===== src/rtl/apb_mem_completer.sv =====
// APB4 completer backed by a small word-addressed register memory.
// Inserts WAIT_CYCLES PREADY-low ACCESS cycles, answers bad addresses with
// PSLVERR, and latches requester protocol violations in a sticky proto_err.
module apb_mem_completer #(
  parameter int ADDR_WIDTH  = 32,
  parameter int DATA_WIDTH  = 32,
  parameter int DEPTH       = 16,
  parameter int WAIT_CYCLES = 2
) (
  input  logic                    PCLK,
  input  logic                    PRESETn,
  input  logic                    PSEL,
  input  logic                    PENABLE,
  input  logic                    PWRITE,
  input  logic [ADDR_WIDTH-1:0]   PADDR,
  input  logic [DATA_WIDTH-1:0]   PWDATA,
  input  logic [DATA_WIDTH/8-1:0] PSTRB,
  output logic [DATA_WIDTH-1:0]   PRDATA,
  output logic                    PREADY,
  output logic                    PSLVERR,
  output logic                    proto_err,
  input  logic                    proto_err_clr
);

  localparam int NB    = DATA_WIDTH / 8;
  localparam int IDX_W = (DEPTH > 1) ? $clog2(DEPTH) : 1;
  localparam logic [ADDR_WIDTH-1:0] LIMIT = ADDR_WIDTH'(DEPTH * 4);

  typedef enum logic [1:0] {IDLE, SETUP, ACCESS} state_e;

  state_e                  state_q, state_d;
  logic [3:0]              cnt_q, cnt_d;
  logic [ADDR_WIDTH-1:0]   addr_q, addr_d;
  logic                    write_q, write_d;
  logic [DATA_WIDTH-1:0]   wdata_q, wdata_d;
  logic [NB-1:0]           strb_q, strb_d;
  logic                    pready_q, pready_d;
  logic                    pslverr_q, pslverr_d;
  logic [DATA_WIDTH-1:0]   prdata_q, prdata_d;
  logic                    proto_q, proto_d;
  logic [DATA_WIDTH-1:0]   mem_q [DEPTH];

  logic                    addr_err;
  logic [IDX_W-1:0]        idx;
  logic                    finish;
  logic                    proto_set;
  logic                    mem_we;

  // Decode always works on the latched address, never on the live bus.
  assign addr_err = (addr_q[1:0] != 2'b00) || (addr_q >= LIMIT);
  assign idx      = addr_q[IDX_W+1:2];
  // Memory is committed on the edge that ends the one-cycle completion.
  assign mem_we   = (state_q == ACCESS) && pready_q && write_q && !addr_err;

  // Next-state, completion and violation decode.
  always_comb begin
    // NOTE: every variable gets a default first so no path leaves it unassigned (no latches).
    state_d   = state_q;
    cnt_d     = cnt_q;
    addr_d    = addr_q;
    write_d   = write_q;
    wdata_d   = wdata_q;
    strb_d    = strb_q;
    finish    = 1'b0;
    proto_set = 1'b0;
    case (state_q)
      IDLE: begin
        if (PSEL && !PENABLE) begin
          addr_d  = PADDR;
          write_d = PWRITE;
          wdata_d = PWDATA;
          strb_d  = PSTRB;
          state_d = SETUP;
        end else if (PSEL && PENABLE) begin
          proto_set = 1'b1;
        end
      end
      SETUP: begin
        if (PSEL && PENABLE) begin
          state_d = ACCESS;
          cnt_d   = 4'(WAIT_CYCLES);
          finish  = (WAIT_CYCLES == 0);
        end else begin
          proto_set = 1'b1;
          state_d   = IDLE;
        end
      end
      ACCESS: begin
        if (pready_q) begin
          state_d = IDLE;
        end else if (!PSEL || !PENABLE) begin
          // Abort before completion: nothing written, PREADY never rises.
          proto_set = 1'b1;
          state_d   = IDLE;
        end else begin
          cnt_d  = cnt_q - 4'd1;
          finish = (cnt_q == 4'd1);
        end
      end
      default: state_d = IDLE;
    endcase

    pready_d  = finish;
    pslverr_d = finish && addr_err;
    prdata_d  = (finish && !write_q && !addr_err) ? mem_q[idx] : '0;
    // A violation in the same cycle as a clear keeps the flag set.
    proto_d   = proto_set ? 1'b1 : (proto_err_clr ? 1'b0 : proto_q);
  end

  // FSM, latched transfer and registered outputs.
  always_ff @(posedge PCLK or negedge PRESETn) begin
    if (!PRESETn) begin
      state_q   <= IDLE;
      cnt_q     <= '0;
      addr_q    <= '0;
      write_q   <= 1'b0;
      wdata_q   <= '0;
      strb_q    <= '0;
      pready_q  <= 1'b0;
      pslverr_q <= 1'b0;
      prdata_q  <= '0;
      proto_q   <= 1'b0;
    end else begin
      // NOTE: non-blocking assignments so every register samples pre-edge values.
      state_q   <= state_d;
      cnt_q     <= cnt_d;
      addr_q    <= addr_d;
      write_q   <= write_d;
      wdata_q   <= wdata_d;
      strb_q    <= strb_d;
      pready_q  <= pready_d;
      pslverr_q <= pslverr_d;
      prdata_q  <= prdata_d;
      proto_q   <= proto_d;
    end
  end

  // Register memory with per-byte write strobes.
  always_ff @(posedge PCLK or negedge PRESETn) begin
    if (!PRESETn) begin
      // NOTE: the memory is a register file with a defined zero state, so it is reset here.
      for (int i = 0; i < DEPTH; i++) mem_q[i] <= '0;
    end else if (mem_we) begin
      for (int b = 0; b < NB; b++) begin
        if (strb_q[b]) mem_q[idx][8*b +: 8] <= wdata_q[8*b +: 8];
      end
    end
  end

  assign PREADY    = pready_q;
  assign PSLVERR   = pslverr_q;
  assign PRDATA    = prdata_q;
  assign proto_err = proto_q;

endmodule


===== config.mk =====
export PLATFORM = sky130hd
export DESIGN_NAME = apb_mem_completer
export DESIGN_NICKNAME = d
export VERILOG_FILES = /design/src/rtl/apb_mem_completer.sv
export SDC_FILE = /design/constraint.sdc
export NUM_CORES = 1
export LEC_CHECK = 0
export BUFFER_PORTS_ARGS = -buffer_cell sky130_fd_sc_hd__buf_2
export CAP_MARGIN = 20
export CORE_MARGIN = 2
export CORE_UTILIZATION = 25
export DETAILED_ROUTE_END_ITERATION = 16
export PLACE_DENSITY_LB_ADDON = 0.2
export SETUP_SLACK_MARGIN = 0.5
export SYNTH_ARGS = -nofsm -noshare
export SYNTH_HDL_FRONTEND = slang
export SYNTH_SLANG_ARGS = --single-unit
export TNS_END_PERCENT = 5

===== constraint.sdc =====
create_clock -name PCLK -period 7.6 [get_ports PCLK]
set_input_delay 0 -clock PCLK [delete_from_list [all_inputs] [get_ports PCLK]]
set_output_delay 0 -clock PCLK [all_outputs]
set_load 0.03 [all_outputs]

==> out/metrics.cfg, run 1 <==
[timing]
setup_viol_count_final = 0
slew_viol_final = 0
min_period_over_period = 0.4743
whs_ns = -0.01290
clock_skew_ns = 0.02229
min_period_ns = 3.604
tns_ns = 0
hold_violations = 2
worst_pin_slew_ns = 1.117
rsz0062_at_grt = no
fmax_ghz = 0.2774
slew-limit-headroom = 0.2455

[grt]
grt_max_degree = 157
antenna_found_initial = 1
grt_pass1_vias = 17460
grtUsageTotal = 0.1354
grt_pass1_wl_microns = 115000
grt.overflow.total = 0

[clock_network]
cts_tree = built
insertion_delay_ns = 0.63
post_cts_buffers = 0
cts_max_level = 3
cts-buffers-inserted = 77
clockRootBuffer = clkbuf_16
hold_buffers = 75
clock-sinks = 622
clockBufferDepth = 3
cts_resized = 0
clk_pin_slew_ns = 0.06

[logic_synthesis]
synth-seq-area-share = 0.5645
syn_nets = 1795
synth_top_area_frac = 0.5645
synth_area_sq_mm = 0.02757
ys_top_cells_by_area = dfrtp_1 (56%), mux2_2 (23%), mux4_2 (10%)
synth_cell_types = 35
synthArstFlopShare = 1.000
ys.flop_type = dfrtp_1
syn_inst = 1719
ys_seq_elements = 622
yosysTopAreaCell = dfrtp_1
avgSynthCellArea_sq_um = 16.04
yosysWarnings = 0
synth-edff-count = 0

[layout]
post_route_cells_drive_above_1_share = 0.5255
area_growth_pct = 20.37
fin_nets = 1973
final_common_cell = dfrtp_1
fin_area_sq_mm = 0.03319
final_cell_mix = dfrtp_1 (620), mux2_2 (565), mux4_2 (128), buf_2 (107), clkbuf_16 (80)
fillCellCount = 10800
regArea_sq_mm = 0.01557
multi_input_area_sq_mm = 0.01156

[floorplanning]
die_area_sq_mm = 0.1130
die_x_microns = 336.1
coreArea_sq_mm = 0.1092
pin_count = 109
die-height_microns = 336.1
rows = 121
initial_core_util = 0.2526

[worst_setup_path]
arrival_ns = 4.11
crit_required_ns = 8.10
cp-start-kind = flop
cpPeakStageDelay_ns = 0.94
crit_path_top_delay_cell = nor3_2
end_kind = flop
crit_chain = nor4_1 -> nand4_1 -> buf_4 -> nor3_2 -> mux2_2
crit_fanout = 44
crit_type = flop to flop
worstRegToRegCells = 5

[power]
seqPwrFrac = 0.455
sw_frac_of_total = 0.2586
p_int_uw = 5977
vdd_ir_drop_max_mv = 0.1343
switching_power_uw = 2085
clkPwrFrac = 0.468
p_leak_uw = 0.01539
p_comb_frac = 0.077
powerDensity_mw_per_mm2 = 242.9

[route]
antenna_left = 0
drt-total-wl_microns = 74890
routedWlPerCell_microns = 21.80
drc = 0
vias_per_cell = 4.584
dr.first_iter.drc_count = 835
firstDrtPassIters = 4
vias = 15750

[placed_design]
place_area_sq_mm = 0.02979
portBuffers = 108
gp_congestion = 0.7078
dp_hpwl_microns = 46690

[run_status]
violations = hold timing
outcome = finished with violations

[job]
max_cap_violations = 0

[worst_hold_path]
hp-class = primary input to asynchronous set/reset pin

==> stage by stage <==
step                        util  setup slack (ns)  cells  power [uW]  hold slack (ns)
after detailed placement  0.2729             3.923   3218        4332           0.1146
after global routing      0.3040             3.807   3435        8432          0.07959
final                     0.3040             3.996   3436        8062         -0.01290
after CTS                 0.3038             3.890   3433        8221          0.04218
after global placement    0.2729             3.889   3218        4321          0.09372
after floorplan                -             4.858   1719        3980          -0.2956
==> cell type report <==
class	count	share of cell area
clock buffers	117	0.06933
inverters	3	0.0003393
repair buffers	215	0.04720
well taps	1476	0.05565
clock inverters	23	0.009727
multi-input cells	978	0.3484
flip-flops and latches	622	0.4692
diodes	2	0.0001508
==> cells in the mapped netlist, drive strengths merged (3+ instances only) <==
master,count
mux2,581
nand4,17
or4,4
nor4b,6
a21oi,35
clkbuf,63
nor4,7
dfrtp,622
a22oi,64
inv,3
nor2,8
nor3,50
buf,53
mux4,128
xnor2,3
and4b,4
nand2,49
nor4bb,6
nand2b,3
==> critical path, delay by kind of cell (launching register included) <==
kind / cells / cell delay (ns)
AND/OR/NAND/NOR: 3 / 2.01
buffers and inverters: 1 / 0.61
flip-flops: 1 / 0.37
multiplexers: 1 / 0.41
==> routing by layer <==
layer | global-route usage | vias up | share of wire
met5 | 0 | - | 0
met4 | 0.04580 | 0 | 0.025
met3 | 0.02405 | 124 | 0.040
met2 | 0.2247 | 279 | 0.49
met1 | 0.1780 | 8486 | 0.44
li1 | - | 6860 | -
==> path summary, 6_finish.rpt <==
| path | from | end | slack (ns) |
|---|---|---|---|
| max in group asynchronous | PRESETn | wdata_q[6]$_DFFE_PN0P_ | 5.15 |
| worst min-delay path | PRESETn | wdata_q[22]$_DFFE_PN0P_ | -0.01 |
| min in group PCLK | PADDR[10] | addr_q[10]$_DFFE_PN0P_ | 0.14 |
| worst max-delay path | addr_q[30]$_DFFE_PN0P_ | mem_q[279]$_DFFE_PN0P_ | 4.00 |
| worst min register to register | mem_q[312]$_DFFE_PN0P_ | mem_q[312]$_DFFE_PN0P_ | 0.50 |
| worst max register to register | addr_q[30]$_DFFE_PN0P_ | mem_q[279]$_DFFE_PN0P_ | 4.00 |
==> cells by family (layout without fill, tap and decap cells) <==
logic type | after synthesis | after routing | synth area share
mux | 709 | 709 | 0.3440
flops | 622 | 622 | 0.5645
simple gates | 163 | 163 | 0.04765
buf+inv | 119 | 358 | 0.01756
compound gates | 101 | 101 | 0.02437
xor+xnor | 3 | 3 | 0.0009532
fa+ha+maj | 2 | 2 | 0.0009075
other cells | 0 | 2 | 0
==> flip-flops by register name, summed over array words and instances (netlist names) <==
signal,cells
addr_q,32
cnt_q,4
strb_q,4
write_q,1
proto_err,1
state_q,2
mem_q,512
wdata_q,32
PRDATA,32
PSLVERR,1
PREADY,1
==> power groups by stage <==
| stage | clock network (uW) | logic (uW) | registers, uW |
|---|---|---|---|
| after floorplan | 0 | 470 | 3510 |
| after global placement | 0 | 597 | 3720 |
| after detailed placement | 0 | 600 | 3730 |
| after CTS | 3920 | 633 | 3670 |
| after global routing | 4060 | 671 | 3700 |
| final | 3770 | 619 | 3670 |
No activity file was read; power rests on OpenSTA's default activity.
==> run 2, diff against run 1 <==
==> constraint.sdc (replaced) <==
create_clock -name PCLK -period 3.52 [get_ports PCLK]
set_input_delay 0 -clock PCLK [delete_from_list [all_inputs] [get_ports PCLK]]
set_output_delay 0 -clock PCLK [all_outputs]
set_load 0.03 [all_outputs]
==> run 2 against run 1 <==
  * Via count grew 1.8%
  * Fmax grew 21%
  * Sequential cell count is the same
  * Sequential power grew 110%
  * Critical path type unchanged
  * Non-clock buffer count grew 79
  * The flow now finishes without violations
  * Setup slack lost 3.5 ns
  * Largest cell class unchanged
  * Highest routed layer unchanged
  * Cell count grew 2.1%
  * Count of clock-buffer cells in the layout shrank 12
  * Routed wire length grew 1.2%
==> out/metrics.cfg, run 2 (synthesis gave the netlist of run 1 again) <==
[run_status]
outcome = finished, final reports clean

[layout]
finish.utilization = 0.3107
final_cell_mix = dfrtp_1 (620), mux2_2 (565), mux4_2 (128), buf_2 (107), buf_4 (95)
antennaDiodeCount = 0
fillCellCount = 10800
post_route_cells_drive_above_1_share = 0.5460
largest_reg_flops = 512
area_growth_pct = 23.01
final_common_cell = dfrtp_1
fin_nets = 2052
largest_register = mem_q

[power]
vdd_ir_drop_max_mv = 0.3573
powerDensity_mw_per_mm2 = 512.5
p_leak_uw = 0.01587

[clock_network]
clk_pin_slew_ns = 0.06
cts_tree = built
clockBufferDepth = 3
clockRootBuffer = clkbuf_16
cts_max_level = 3
insertion_delay_ns = 0.64
clock-sinks = 622
cts-buffers-inserted = 77

[timing]
tns_ns = 0
fmax_ghz = 0.3345
worst_pin_slew_ns = 0.8781
min_period_ns = 2.989
slew-limit-headroom = 0.4146
slew_viol_final = 0
hold_violations = 0
rsz0062_at_grt = yes
min_period_over_period = 0.8492
clock_skew_ns = 0.03112
setup_viol_count_final = 0

[grt]
grt.overflow.total = 0
antenna_found_initial = 1
grtUsageTotal = 0.1372
grt_max_degree = 87
grt_pass1_vias = 18040
grt_pass1_wl_microns = 116200

[worst_setup_path]
r2r-end = mem_q[23]$_DFFE_PN0P_
critical_path_buf_inv_count = 1
cp-start-kind = flop
reg2reg_setup_slack_ns = 0.53
crit_type = flop to flop
arrival_ns = 3.50
cpPeakStageDelay_ns = 0.70
crit_chain = or4_1 -> or4_4 -> buf_12 -> nor3_4 -> mux2_2
crit_family = simple AND/OR/NAND/NOR gates
rr_startpoint = addr_q[13]$_DFFE_PN0P_
crit_required_ns = 4.03
crit_fanout = 22
worstRegToRegCells = 5
end_kind = flop
crit_path_top_delay_cell = or4_4

[route]
highest_layer = met4
vias_per_cell = 4.571
routedWlPerCell_microns = 21.60
vias = 16040
dr.first_iter.drc_count = 756
antenna_left = 0
met1_length_microns = 34220
wl_met3_microns = 2820
drc = 0
firstDrtPassIters = 5
wl_met2_microns = 36980
drt-total-wl_microns = 75810

[floorplanning]
die-height_microns = 336.1
die_area_sq_mm = 0.1130
die_x_microns = 336.1
initial_core_util = 0.2526
coreArea_sq_mm = 0.1092
pin_count = 109
rows = 121

[placed_design]
dp_hpwl_microns = 47790
gp_congestion = 0.7227
portBuffers = 108

[job]
max_cap_violations = 0

[worst_hold_path]
hp-class = primary input to asynchronous set/reset pin

-- run 2: changes by cell type in the layout (fill, tap and decap cells not counted), sizes merged --
cell	change
buf	+79
clkbuf	-12
clkinv	+7
diode	-2
clkinvlp	+1
-- run 2: routing by layer --
metal	vias up	global-route usage
li1	6998	-
met1	8695	0.1802
met2	247	0.2297
met3	98	0.02451
met4	0	0.04236
met5	-	0
-- run 2: worst max path at each step --
stage / end / startpoint / slack (ns) / cells after the start
after floorplan: mem_q[296]$_DFFE_PN0P_ / addr_q[7]$_DFFE_PN0P_ / 0.78 / 7
after global placement: mem_q[162]$_DFFE_PN0P_ / addr_q[13]$_DFFE_PN0P_ / 0.29 / 5
after detailed placement: mem_q[162]$_DFFE_PN0P_ / addr_q[7]$_DFFE_PN0P_ / 0.25 / 5
after CTS: mem_q[274]$_DFFE_PN0P_ / addr_q[7]$_DFFE_PN0P_ / 0.37 / 5
after global routing: mem_q[454]$_DFFE_PN0P_ / addr_q[13]$_DFFE_PN0P_ / 0.46 / 5
final: mem_q[23]$_DFFE_PN0P_ / addr_q[13]$_DFFE_PN0P_ / 0.53 / 5
-- run 2: what timing repair did --
| action | CTS | global route |
|---|---|---|
| gates resized for setup | 2 | 1 |
| setup buffers | 1 | 9 |
| endpoints found under the setup margin | 90 | 203 |
| pin swaps | 3 | 2 |
| hold endpoints to repair | 151 | 0 |
| hold buffers | 75 | 0 |
| gates cloned | 0 | 0 |
-- run 2: cell type report --
type,instances,area [sq um],area share
Tap cell,1476,1847,0.05445
Multi-Input combinational cell,978,11570,0.3413
Timing Repair Buffer,294,2335,0.06884
Sequential cell,622,15570,0.4592
Clock inverter,31,369.1,0.01088
Clock buffer,105,2206,0.06504
Inverter,3,11.26,0.0003320
-- run 2: report_power, final --
part	switching [uW]	leakage, uW	internal [uW]
sequential	521	0.00853	7320
clock	3180	0.00127	4900
combinational	848	0.00607	616
total	4540	0.0159	12800
-- run 2: stage by stage --
| step | cells | setup slack, ns | total power, uW | instance area, sq um | hold WS [ns] |
|---|---|---|---|---|---|
| detailed placement | 3288 | 0.2527 | 9416 | 30470 | 0.1490 |
| CTS | 3500 | 0.3740 | 17720 | 33830 | 0.03184 |
| global route | 3509 | 0.4638 | 18190 | 33920 | 0.04628 |
| floorplan | 1719 | 0.7775 | 8593 | 27570 | -0.2956 |
| global placement | 3288 | 0.2861 | 9377 | 30470 | 0.1370 |
| finish | 3509 | 0.5309 | 17380 | 33920 | 0.01513 |
